<file path="src/rtl/ss_addsub_seq.sv">
// ss_addsub_seq: sequences one stochastic add/subtract evaluation window.
// Holds the adder in INIT while idle, runs the SNGs for LEN clocks, toggles
// the adder tie-break each RUN cycle and integrates the signed output stream
// into a two's-complement count that is handed off via valid/ack.
//
// state | meaning
// ------+---------------------------------------------------------------
// IDLE  | adder held in INIT, waiting for START
// CLR   | one cycle: clear accumulator and cycle counter
// RUN   | LEN cycles: SNGs enabled, tie-break toggles, samples from k=1
// DRAIN | one cycle: SNGs off, capture last registered adder bit
// DONE  | RESULT valid, adder back in INIT, waiting for RESULT_ACK
module ss_addsub_seq #(
  parameter int N   = 6,
  parameter int LEN = 256,
  parameter int CW  = 9
) (
  input  logic          CLK,
  input  logic          INIT_N,
  input  logic          START,
  input  logic          ABORT,
  output logic          ADD_INIT,
  output logic          ADD_RCOND,
  input  logic          ADD_OUT,
  input  logic          ADD_SIGN,
  output logic          SRC_EN,
  output logic          BUSY,
  output logic [CW:0]   RESULT,
  output logic          RESULT_VALID,
  input  logic          RESULT_ACK
);

  // Elaboration-time sanity check on the parameter set.
  if (N < 1 || LEN < 2 || (64'(1) << CW) <= 64'(LEN)) begin : g_param_check
    $error("ss_addsub_seq: illegal parameters (need N>=1, LEN>=2, 2**CW > LEN)");
  end

  typedef enum logic [2:0] {
    S_IDLE  = 3'd0,
    S_CLR   = 3'd1,
    S_RUN   = 3'd2,
    S_DRAIN = 3'd3,
    S_DONE  = 3'd4
  } state_t;

  localparam logic [CW:0] PLUS_ONE  = (CW+1)'(1);
  localparam logic [CW:0] MINUS_ONE = '1;
  localparam logic [CW-1:0] LAST_K  = CW'(LEN - 1);

  state_t        state, state_nxt;
  logic [CW-1:0] cnt, cnt_nxt;
  logic [CW:0]   acc, acc_nxt;
  logic [CW:0]   result_nxt;
  logic [CW:0]   delta;
  logic          rcond_nxt;
  logic          init_nxt;
  logic          src_nxt;
  logic          busy_nxt;
  logic          valid_nxt;

  // Signed weight of the adder bit currently on ADD_OUT/ADD_SIGN.
  always_comb begin
    delta = '0;
    if (ADD_OUT) begin
      delta = ADD_SIGN ? MINUS_ONE : PLUS_ONE;
    end
  end

  // Next-state, datapath and registered-output decode.
  always_comb begin
    state_nxt  = state;
    cnt_nxt    = cnt;
    acc_nxt    = acc;
    result_nxt = RESULT;
    rcond_nxt  = 1'b0;

    unique case (state)
      S_IDLE: begin
        if (START) state_nxt = S_CLR;
      end
      S_CLR: begin
        acc_nxt = '0;
        cnt_nxt = '0;
        state_nxt = ABORT ? S_IDLE : S_RUN;
      end
      S_RUN: begin
        if (ABORT) begin
          state_nxt = S_IDLE;
        end else begin
          cnt_nxt = cnt + 1'b1;
          // RUN cycle 0 still shows the adder's INIT output, so skip it.
          if (cnt != '0) acc_nxt = acc + delta;
          if (cnt == LAST_K) begin
            state_nxt = S_DRAIN;
          end else begin
            rcond_nxt = ~ADD_RCOND;
          end
        end
      end
      S_DRAIN: begin
        if (ABORT) begin
          state_nxt = S_IDLE;
        end else begin
          acc_nxt    = acc + delta;
          result_nxt = acc + delta;
          state_nxt  = S_DONE;
        end
      end
      S_DONE: begin
        if (RESULT_ACK) state_nxt = S_IDLE;
      end
      default: state_nxt = S_IDLE;
    endcase

    init_nxt  = !(state_nxt == S_RUN || state_nxt == S_DRAIN);
    src_nxt   = (state_nxt == S_RUN);
    busy_nxt  = (state_nxt == S_CLR || state_nxt == S_RUN || state_nxt == S_DRAIN);
    valid_nxt = (state_nxt == S_DONE);
  end

  // State, datapath and output registers.
  always_ff @(posedge CLK or negedge INIT_N) begin
    if (!INIT_N) begin
      state        <= S_IDLE;
      cnt          <= '0;
      acc          <= '0;
      RESULT       <= '0;
      ADD_INIT     <= 1'b1;
      ADD_RCOND    <= 1'b0;
      SRC_EN       <= 1'b0;
      BUSY         <= 1'b0;
      RESULT_VALID <= 1'b0;
    end else begin
      state        <= state_nxt;
      cnt          <= cnt_nxt;
      acc          <= acc_nxt;
      RESULT       <= result_nxt;
      ADD_INIT     <= init_nxt;
      ADD_RCOND    <= rcond_nxt;
      SRC_EN       <= src_nxt;
      BUSY         <= busy_nxt;
      RESULT_VALID <= valid_nxt;
    end
  end

endmodule

</file>
<file path="config.mk">
export PLATFORM = sky130hd
export DESIGN_NAME = ss_addsub_seq
export DESIGN_NICKNAME = d
export VERILOG_FILES = /design/src/rtl/ss_addsub_seq.sv
export SDC_FILE = /design/constraint.sdc
export NUM_CORES = 1
export LEC_CHECK = 0
export CAP_MARGIN = 20
export CORE_ASPECT_RATIO = 1.2
export CORE_MARGIN = 5
export CORE_UTILIZATION = 45
export DETAILED_ROUTE_END_ITERATION = 8
export PLACE_DENSITY = 0.75
export SLEW_MARGIN = 20
export SYNTH_ARGS = -nofsm -noshare
export SYNTH_HDL_FRONTEND = slang
export SYNTH_SLANG_ARGS = --single-unit
</file>
<file path="constraint.sdc">
create_clock -name CLK -period 3.4 [get_ports CLK]
set_input_delay 0.68 -clock CLK [delete_from_list [all_inputs] [get_ports CLK]]
set_output_delay 0.68 -clock CLK [all_outputs]
set_load 0.01 [all_outputs]
</file>
Word-level counts from Yosys, hierarchy flattened

Cells that the tools add are included.

Add/sub/neg operators: 2
Equality and inequality tests: 12
Multiplexer cells: 18
Bitwise logic cells: 2
Reductions and logical operators: 11

Operators with widths:

| operator                                                        | count |
|---|---|
| 10-bit 2-to-1 mux                                               | 5 |
| 10-bit one-hot mux with 3 select lines                          | 1 |
| 9-bit one-hot mux with 2 select lines                           | 1 |
| 3-bit 2-to-1 mux                                                | 5 |
| 3-bit one-hot mux with 5 select lines                           | 1 |
| 3-bit by 2-bit == test with 1-bit output, second input constant | 4 |
| 10-bit adder                                                    | 1 |
| 9-bit by 1-bit adder with 9-bit output, second input constant   | 1 |
| 9-bit by 8-bit == test with 1-bit output, second input constant | 1 |
| 9-bit 2-to-1 mux                                                | 1 |
| 9-bit nonzero test                                              | 1 |
| 3-bit by 1-bit == test with 1-bit output, second input constant | 2 |
| 3-bit == test, second input constant                            | 2 |
| 2-bit inequality test, second input constant                    | 3 |
| 2-bit AND reduction                                             | 2 |
| 4-bit AND reduction                                             | 1 |
| 3-bit zero test                                                 | 1 |
| 1-bit logical OR                                                | 3 |
| 1-bit 2-to-1 mux                                                | 3 |
| 3-bit nonzero test                                              | 1 |
| 2-bit 2-to-1 mux                                                | 1 |
| 1-bit inverter                                                  | 2 |
| 2-bit nonzero test                                              | 1 |
| 1-bit zero test                                                 | 1 |

Bits in registers: 37
Input bits: 7
Output and inout port bits: 15
Logic and storage cells: 54

Depth between registers and ports, before layout

Gate-level depths: netlist of the first run.

Word-level depth: 7
Depth in mapped cells: 8
Gate-level depth less buffers: 8

Worst setup path before layout of the first run

Ideal clock, no wire load.

Path type: input to register
Start point: input ADD_OUT
End point: register RESULT[9]
Setup time: 0.124 ns
Data arrival time: 2.338 ns
Data required time: 3.276 ns
Path slack: 0.938 ns
Stages: 8
Path buffers: 0
Path through: nand2_1 > inv_1 > ha_1 > a21o_1 > a21oi_1 > a211oi_1 > o31a_1 > o31a_1

Longest elaborated chain between the ends: 2

RTL lines:

| element              | RTL line | text |
|---|---|---|
| from (decl)          | 24       | `input logic ADD_OUT,` |
| 10-bit 2-to-1 mux    | 64       | `if (ADD_OUT) begin` |
| 10-bit adder         | 105      | `result_nxt = acc + delta;` |
| to (signal assigned) | 137      | `RESULT <= result_nxt;` |
| to (decl)            | 28       | `output logic [CW:0] RESULT,` |

No other way between the ends.
A chain may end at the register's enable or synchronous reset.

Worst setup path in the final report of the first run

Same ends and word-level chain as after synthesis.

==> results of run 1 <==
## path summary, 6_finish.rpt
check	endpoint	slack [ns]	cells after the start
min in group asynchronous	RESULT[1]	0.51	1
max in group asynchronous	cnt[8]	2.33	1
max	RESULT[9]	0.48	9
min reg2reg	ADD_RCOND	0.45	1
min	ADD_RCOND	0.45	1
max reg2reg	RESULT[9]	1.38	6
## sequential cells by signal (all words and copies together) (netlist names)
| signal | cells |
|---|---|
| ADD_INIT | 1 |
| SRC_EN | 1 |
| acc | 10 |
| state | 3 |
| BUSY | 1 |
| RESULT_VALID | 1 |
| cnt | 9 |
| RESULT | 10 |
| ADD_RCOND | 1 |
## cells by family (layout without fill, tap and decap cells)
logic type / count (synthesis) / after routing / synth area share [%]
AOI/OAI and AO/OA: 63 / 63 / 20.89
xor gates and xnor gates: 11 / 11 / 4.689
adders and majority gates: 13 / 13 / 8.282
buffers and inverters: 17 / 41 / 3.593
DFF: 37 / 37 / 45.13
and+or+nand+nor: 73 / 73 / 17.42
## report_power, final
part / switching, µW / internal [µW] / total (µW)
Clock: 168 / 145 / 314
Sequential: 95.8 / 558 / 654
Combinational: 326 / 275 / 601
Total: 590 / 979 / 1570
## through the flow
step                utilization, %  power [µW]  worst slack [ns]  area (µm²)  std cells
finish                       53.38        1569            0.4758        2399        296
CTS                          53.38        1585            0.4769        2399        296
detailed placement           51.35        1269            0.1626        2307        288
floorplan                        -        1030            0.9383        2054        214
global placement             51.35        1253            0.2760        2307        288
global route                 53.38        1690            0.3371        2399        296
## Yosys cell counts (3+ instances only)
cell	n
xor2_1	7
nand2b_1	5
o211ai_1	3
nor4_1	3
xnor2_1	4
nand4_1	4
nand3_1	4
a21o_1	4
nand2_1	29
inv_1	10
o21a_1	3
clkbuf_1	3
dfrtp_1	36
a21oi_1	13
o31ai_1	9
nor2_1	11
nor3_1	5
ha_1	12
or3_1	3
o21ai_0	15
## per-layer routing
layer	vias to the layer above	wire, µm	track usage (%)	share of wire [%]
met3	7	181	4.217	4.2
met5	-	0	0	0
li1	814	-	-	-
met2	30	2182	25.67	51
met4	0	51	4.615	1.2
met1	806	1857	18.54	43
## layout make-up
class	instances	area (µm²)
flip-flops and latches	37	927.1
clock buffers	5	68.82
repair buffers	22	212.7
inverters	11	41.29
multi-input cells	160	1054
well taps	58	72.57
fillers	387	2095
clock inverters	3	22.52
==> metrics.yaml, run 1 <==
synth_edf_count: 0
grt_pass1_vias: 1602
cp_slowest_cell: "clkdlybuf4s50_1"
async_flop_share_pct: 100.0
postSynthCellCount: 214
wirelength_mm: 4.272
grt_remaining_overflow: 0
critPathMaxStageDelay_ns: 0.52
dr.pass1.iters: 4
fmax_ghz: 0.3420
drtIter0Drc: 77
setup_tns_ns: 0
yosysTopAreaCellShare_pct: 43.85
power_density_mw_per_mm2: 654.1
n_antenna_cell: 0
rsz0062_at_grt: "no"
slew_violations: 0
worst_slew_pin_slew_ns: 0.9050
path_delay_family: "compound AO/OA/AOI/OAI gates"
io_pins: 22
mostFrequentLayoutCells: "dfrtp_1, nand2_1, clkdlybuf4s50_1, o21ai_0, a21oi_1"
crit_chain: "clkdlybuf4s50_1, nand2_1, inv_1, ha_1, a21o_1, a21oi_1, a211oi_1, o31a_1, o31a_1"
grt_pass1_wl_mm: 7.293
coreArea_mm2: 0.004493
path_class: "in -> reg"
avgSynthCellArea_um2: 9.600
via_per_inst: 5.598
synth_area_leaders: "dfrtp_1, ha_1, nand2_1"
nNetsFinal: 257
finalWeightedCongestion: 0.8008
min_period_ns: 2.924
synthDistinctLibCells: 44
cts_hold_buf: 0
h-tree-depth: 2
crit_path_max_fanout: 8
clkSlewWorstSetupHoldPaths_ns: 0.08
fp.dieW_um: 71.68
fp-row-count: 27
vias: 1657
track_usage_pct: 15.19
cts_setup_buffers: 0
synth.cell_area_mm2: 0.002054
cp-end-kind: "flop"
insertion_delay_ns: 0.29
min-delay-start: "ADD_RCOND"
cts_buffers: 5
dp.final_hpwl_mm: 3.148
leakage_uw: 0.001062
cts_tree: "done"
cp.required_ns: 3.57
clockRootBuffer: "clkbuf_8"
die-area_mm2: 0.006022
drive_gt1_share_pct: 7.143
yosysTopAreaCell: "dfrtp_1"
r2r_start: "acc[3]"
ir_worst_vdd_mv: 0.4106
ant_nets: 0
fin_skew_ns: 0.005820
max_slew_margin_pct: 39.67
cp_num_buf_inv: 2
cts.sinks: 37
drc: 0
die_height_um: 84.02
status: "complete, no violations"
fin_crit_sh_pct: 86.01
io_buffers: 21
drt-wirelength-per-cell_um: 14.43
startpoint_type: "primary input"
antenna_found_initial: 0
synth_ff_type: "dfrtp_1"
cts_buffer_depth: 2
yosysSeqAreaShare_pct: 45.13
cpMostUsedCell: "o31a_1"
hold_class: "reg -> reg"
setup_violations: 0
area_delta_synth_final_pct: 16.75
whs_ns: 0.4459
ys.warnings.count: 0
initial_core_util_pct: 45.73
final_common_cell: "dfrtp_1"
syn_nets: 234
grt_max_degree: 38
hold_viol: 0
ys_seq_elements: 37
cts_resized: 0
cap_violations: 0
startpoint: "ADD_OUT"
crit_arrival_ns: 3.10
Note: power is estimated with default switching activity, not from simulation.
==> inputs of run 2 (changes only) <==
--- a/config.mk
+++ b/config.mk
@@ -6,7 +6,7 @@
 export NUM_CORES = 1
 export LEC_CHECK = 0
 export CAP_MARGIN = 20
-export CORE_ASPECT_RATIO = 1.2
+export CORE_ASPECT_RATIO = 1.75
 export CORE_MARGIN = 5
 export CORE_UTILIZATION = 45
 export DETAILED_ROUTE_END_ITERATION = 8
==> run 2 against run 1 <==
First-iteration DRC count decreased by 64%. Critical path depth unchanged. Cell area about the same. Sequential share of layout area about the same. Hold slack got worse by 0.0067 ns. Combinational power about the same. Final cell count decreased by 2.0%. Worst setup slack improved by 0.069 ns. Register-to-register slack got worse by 0.03 ns. Clock skew increased by 0.0038 ns. Clock power decreased by 2%. Non-clock buffer count increased by 2. Critical path type unchanged. Critical endpoint unchanged. Highest routed layer unchanged.
==> metrics.yaml, run 2 (synthesized netlist as in run 1, its figures left out) <==
leakage_uw: 0.001068
hold_class: "reg -> reg"
r2r_setup_slack_ns: 1.35
min_path_cells: 1
drive_gt1_share_pct: 7.113
io_buffers: 21
grt_pass1_vias: 1728
h-tree-depth: 2
seqCellArea_um2: 927.1
drt-wirelength-per-cell_um: 15.19
area_delta_synth_final_pct: 16.81
cp-end-kind: "flop"
die-area_mm2: 0.006070
crit_path_max_fanout: 8
fp.dieW_um: 61.08
track_usage_pct: 16.23
fin_crit_sh_pct: 83.98
layout.cells.non_filler: 290
cpMostUsedCell: "o31a_1"
initial_core_util_pct: 46.65
cts_buffer_depth: 2
min_to: "ADD_RCOND"
vias: 1646
crit_chain: "clkdlybuf4s50_1, nand2_1, inv_1, ha_1, a21o_1, a21oi_1, a211oi_1, o31a_1, o31a_1"
insertion_delay_ns: 0.29
cp_slowest_cell: "clkdlybuf4s50_1"
setup_tns_ns: 0
clkSlewWorstSetupHoldPaths_ns: 0.08
slew_violations: 0
fin_skew_ns: 0.009570
placedCellCount: 283
cts_setup_buffers: 0
nNetsFinal: 259
critPathMaxStageDelay_ns: 0.51
coreArea_mm2: 0.004404
wirelength_mm: 4.405
ant_nets: 0
startpoint_type: "primary input"
hold_viol: 0
fmax_ghz: 0.3502
path_class: "in -> reg"
cts_resized: 0
cp.required_ns: 3.58
min_period_ns: 2.855
r2r_start: "acc[3]"
power_density_mw_per_mm2: 653.0
finalWeightedCongestion: 0.8473
cts_buffers: 5
mostFrequentLayoutCells: "dfrtp_1, nand2_1, clkdlybuf4s50_1, o21ai_0, a21oi_1"
timing.rr.end: "RESULT[9]"
max_slew_margin_pct: 44.00
rsz0062_at_grt: "no"
multiInputGateArea_mm2: 0.001054
cts.sinks: 37
grt_remaining_overflow: 0
n_antenna_cell: 0
cts_tree: "done"
antenna_found_initial: 0
min-delay-start: "ADD_RCOND"
grt_max_degree: 38
reg_top3: "RESULT x10, acc x10, cnt x9"
io_pins: 22
via_per_inst: 5.676
r2r_cells: 6
die_height_um: 99.39
power_uw: 1567
crit_arrival_ns: 3.03
clockRootBuffer: "clkbuf_8"
fillers: 407
dp.final_hpwl_mm: 3.307
grt_pass1_wl_mm: 7.521
ir_worst_vdd_mv: 0.3323
drc: 0
cts_hold_buf: 0
final_common_cell: "dfrtp_1"
cap_violations: 0
fp-row-count: 32
drtIter0Drc: 28
status: "complete, no violations"
worst_slew_pin_slew_ns: 0.8400
dr.pass1.iters: 4
setup_violations: 0
==> run 2: worst max-delay path, delay by kind of cell <==
family	cells	cell delay, ns
buffers and inverters	2	0.74
adders and majority gates	1	0.35
and+or+nand+nor	1	0.08
AOI/OAI and AO/OA	5	1.19
==> run 2: metrics by stage <==
step | hold WS, ns | cell area, µm² | utilization (%) | setup slack, ns
after detailed placement | 0.4291 | 2313 | 52.53 | 0.2372
after global placement | 0.4304 | 2313 | 52.53 | 0.2900
after CTS | 0.4436 | 2400 | 54.49 | 0.5301
after floorplan | 0.3844 | 2054 | - | 0.9383
final | 0.4392 | 2400 | 54.49 | 0.5448
after global routing | 0.4835 | 2400 | 54.49 | 0.3594
==> run 2: worst max-delay path by stage <==
stage,endpoint,depth (start not counted),start,slack (ns)
floorplan,RESULT[9],8,ADD_OUT,0.94
global placement,RESULT[9],9,ADD_SIGN,0.29
detailed placement,RESULT[9],9,ADD_SIGN,0.24
CTS,RESULT[9],9,ADD_SIGN,0.53
global route,RESULT[9],9,ADD_SIGN,0.36
finish,RESULT[9],9,ADD_SIGN,0.54
==> run 2: per-layer routing <==
metal	vias to the layer above	wire (µm)	track usage, %
met4	0	204	9.349
met3	19	159	3.766
met2	38	2293	28.55
li1	819	-	-
met5	-	0	0
met1	770	1748	16.49
==> run 2: cell type report <==
class / count / area share [%]
clock buffer: 7 / 3.597
inverter: 11 / 1.721
multi-input combinational: 160 / 43.90
sequential: 37 / 38.63
tap: 51 / 2.659
timing repair buffer: 24 / 9.489
==> run 2: where the power goes <==
part / switching [µW] / internal (µW)
registers: 98.7 / 559
logic: 327 / 276
clock network: 146 / 161
==> inputs of run 3 (changes only) <==
==> constraint.sdc (replaced) <==
create_clock -name CLK -period 2.97 [get_ports CLK]
set_input_delay 0.594 -clock CLK [delete_from_list [all_inputs] [get_ports CLK]]
set_output_delay 0.594 -clock CLK [all_outputs]
set_load 0.01 [all_outputs]
==> run 3 against run 2 <==
Clock power is 50% higher. Clock-buffer cell count is 1 lower. Power is 22% higher. Highest routed layer unchanged. Hold slack worse by 0.041 ns. First-iteration DRC count is 75% higher. Critical path type unchanged. Via count is 0.24% higher. Sequential cell count stayed put. Non-clock buffer count is 2 higher. Combinational power is 15% higher.
==> metrics.yaml, run 3 (synthesized netlist as in run 1, its figures left out) <==
cts.sinks: 37
drc: 0
grt_max_degree: 38
layout.cells.non_filler: 293
grt_pass1_vias: 1732
route.met2.wl_mm: 2.490
fin_skew_ns: 0.007992
top_layer: "met4"
cp-end-kind: "flop"
worst_slew_pin_slew_ns: 0.8413
path_class: "in -> reg"
switchingPower_uw: 676.4
utilization_pct: 55.60
cts_setup_buffers: 0
slew_violations: 0
r2r_setup_slack_ns: 0.91
status: "complete, no violations"
drive_gt1_share_pct: 8.678
cp_num_buf_inv: 2
antenna_found_initial: 0
r2r_cells: 8
h-tree-depth: 2
dp.final_hpwl_mm: 3.427
track_usage_pct: 17.08
min_period_ns: 2.713
path_delay_family: "compound AO/OA/AOI/OAI gates"
n_antenna_cell: 0
fp.dieW_um: 61.08
hold_viol: 0
cts_resized: 0
cts_buffers: 5
wl_met1_mm: 1.751
grt_remaining_overflow: 0
io_buffers: 21
cts_tree: "done"
via_per_inst: 5.631
startpoint_type: "primary input"
mostFrequentLayoutCells: "dfrtp_1, nand2_1, clkdlybuf4s50_1, o21ai_0, a21oi_1"
vias: 1650
rsz0062_at_grt: "no"
reg_top3: "RESULT x10, acc x10, cnt x9"
cp.required_ns: 3.16
clkSlewWorstSetupHoldPaths_ns: 0.08
die_height_um: 99.39
initial_core_util_pct: 46.65
die-area_mm2: 0.006070
cp_slowest_cell: "clkdlybuf4s50_1"
swShare_pct: 35.38
crit_chain: "clkdlybuf4s50_1, nand2_1, inv_1, ha_1, a21o_1, a21oi_1, a211oi_1, o31a_1, o31a_1"
cpMostUsedCell: "o31a_1"
insertion_delay_ns: 0.29
pwr-share-comb_pct: 36.4
crit_path_max_fanout: 8
finalWeightedCongestion: 0.8614
power_density_mw_per_mm2: 780.7
placedCellCount: 285
whs_ns: 0.3984
fin_crit_sh_pct: 91.34
leakage_uw: 0.001090
crit_arrival_ns: 2.90
coreArea_mm2: 0.004404
critPathMaxStageDelay_ns: 0.51
fmax_ghz: 0.3686
power_uw: 1912
ir_worst_vdd_mv: 0.6055
power.internal_uw: 1235
drt-wirelength-per-cell_um: 15.65
timing.rr.end: "RESULT[8]"
area_delta_synth_final_pct: 19.18
final_common_cell: "dfrtp_1"
setup_violations: 0
fp-row-count: 32
r2r_start: "acc[0]"
cts_buffer_depth: 2
wirelength_mm: 4.585
nNetsFinal: 261
io_pins: 22
cap_violations: 0
ant_nets: 0
met3_length_um: 181
hold_class: "in -> async"
pwr-share-seq_pct: 39.5
drtIter0Drc: 49
max_slew_margin_pct: 43.92
setup_tns_ns: 0
clkPwrFrac_pct: 24.1
cts_hold_buf: 0
dr.pass1.iters: 4
clockRootBuffer: "clkbuf_8"
grt_pass1_wl_mm: 7.879
## run 3: power by group through the flow
stage	Combinational, µW	Clock [µW]	Sequential, µW
floorplan	425	0	754
global placement	688	0	761
detailed placement	700	0	767
CTS	705	476	756
global route	786	491	776
finish	696	462	754
## run 3: cell type report
cell class,count,area (µm²)
Clock buffer,6,82.58
Fill cell,417,1956
Multi-Input combinational cell,160,1054
Timing Repair Buffer,26,242.7
Clock inverter,2,37.54
Tap cell,51,63.81
Sequential cell,37,927.1
Inverter,11,41.29
## run 3: how the worst max path moves through the flow
stage               cells past startpoint         to  slack (ns)  startpoint
floorplan                               8  RESULT[9]        0.59     ADD_OUT
global placement                        9  RESULT[9]        0.06    ADD_SIGN
detailed placement                      9  RESULT[9]       -0.04    ADD_SIGN
CTS                                     9  RESULT[9]        0.27     ADD_OUT
global route                            9  RESULT[9]        0.16     ADD_OUT
finish                                  9  RESULT[9]        0.26     ADD_OUT
## run 3: routing by layer
metal  track usage [%]  vias to the layer above
li1                  -                      823
met1             18.91                      777
met2             29.45                       35
met3             3.247                       15
met4             8.848                        0
met5                 0                        -
## run 3: metrics by stage
step                      setup WS, ns  area, µm²
after global routing            0.1648       2449
after CTS                       0.2699       2449
after global placement         0.05615       2328
final                           0.2572       2449
after detailed placement      -0.04389       2328
after floorplan                 0.5943       2054
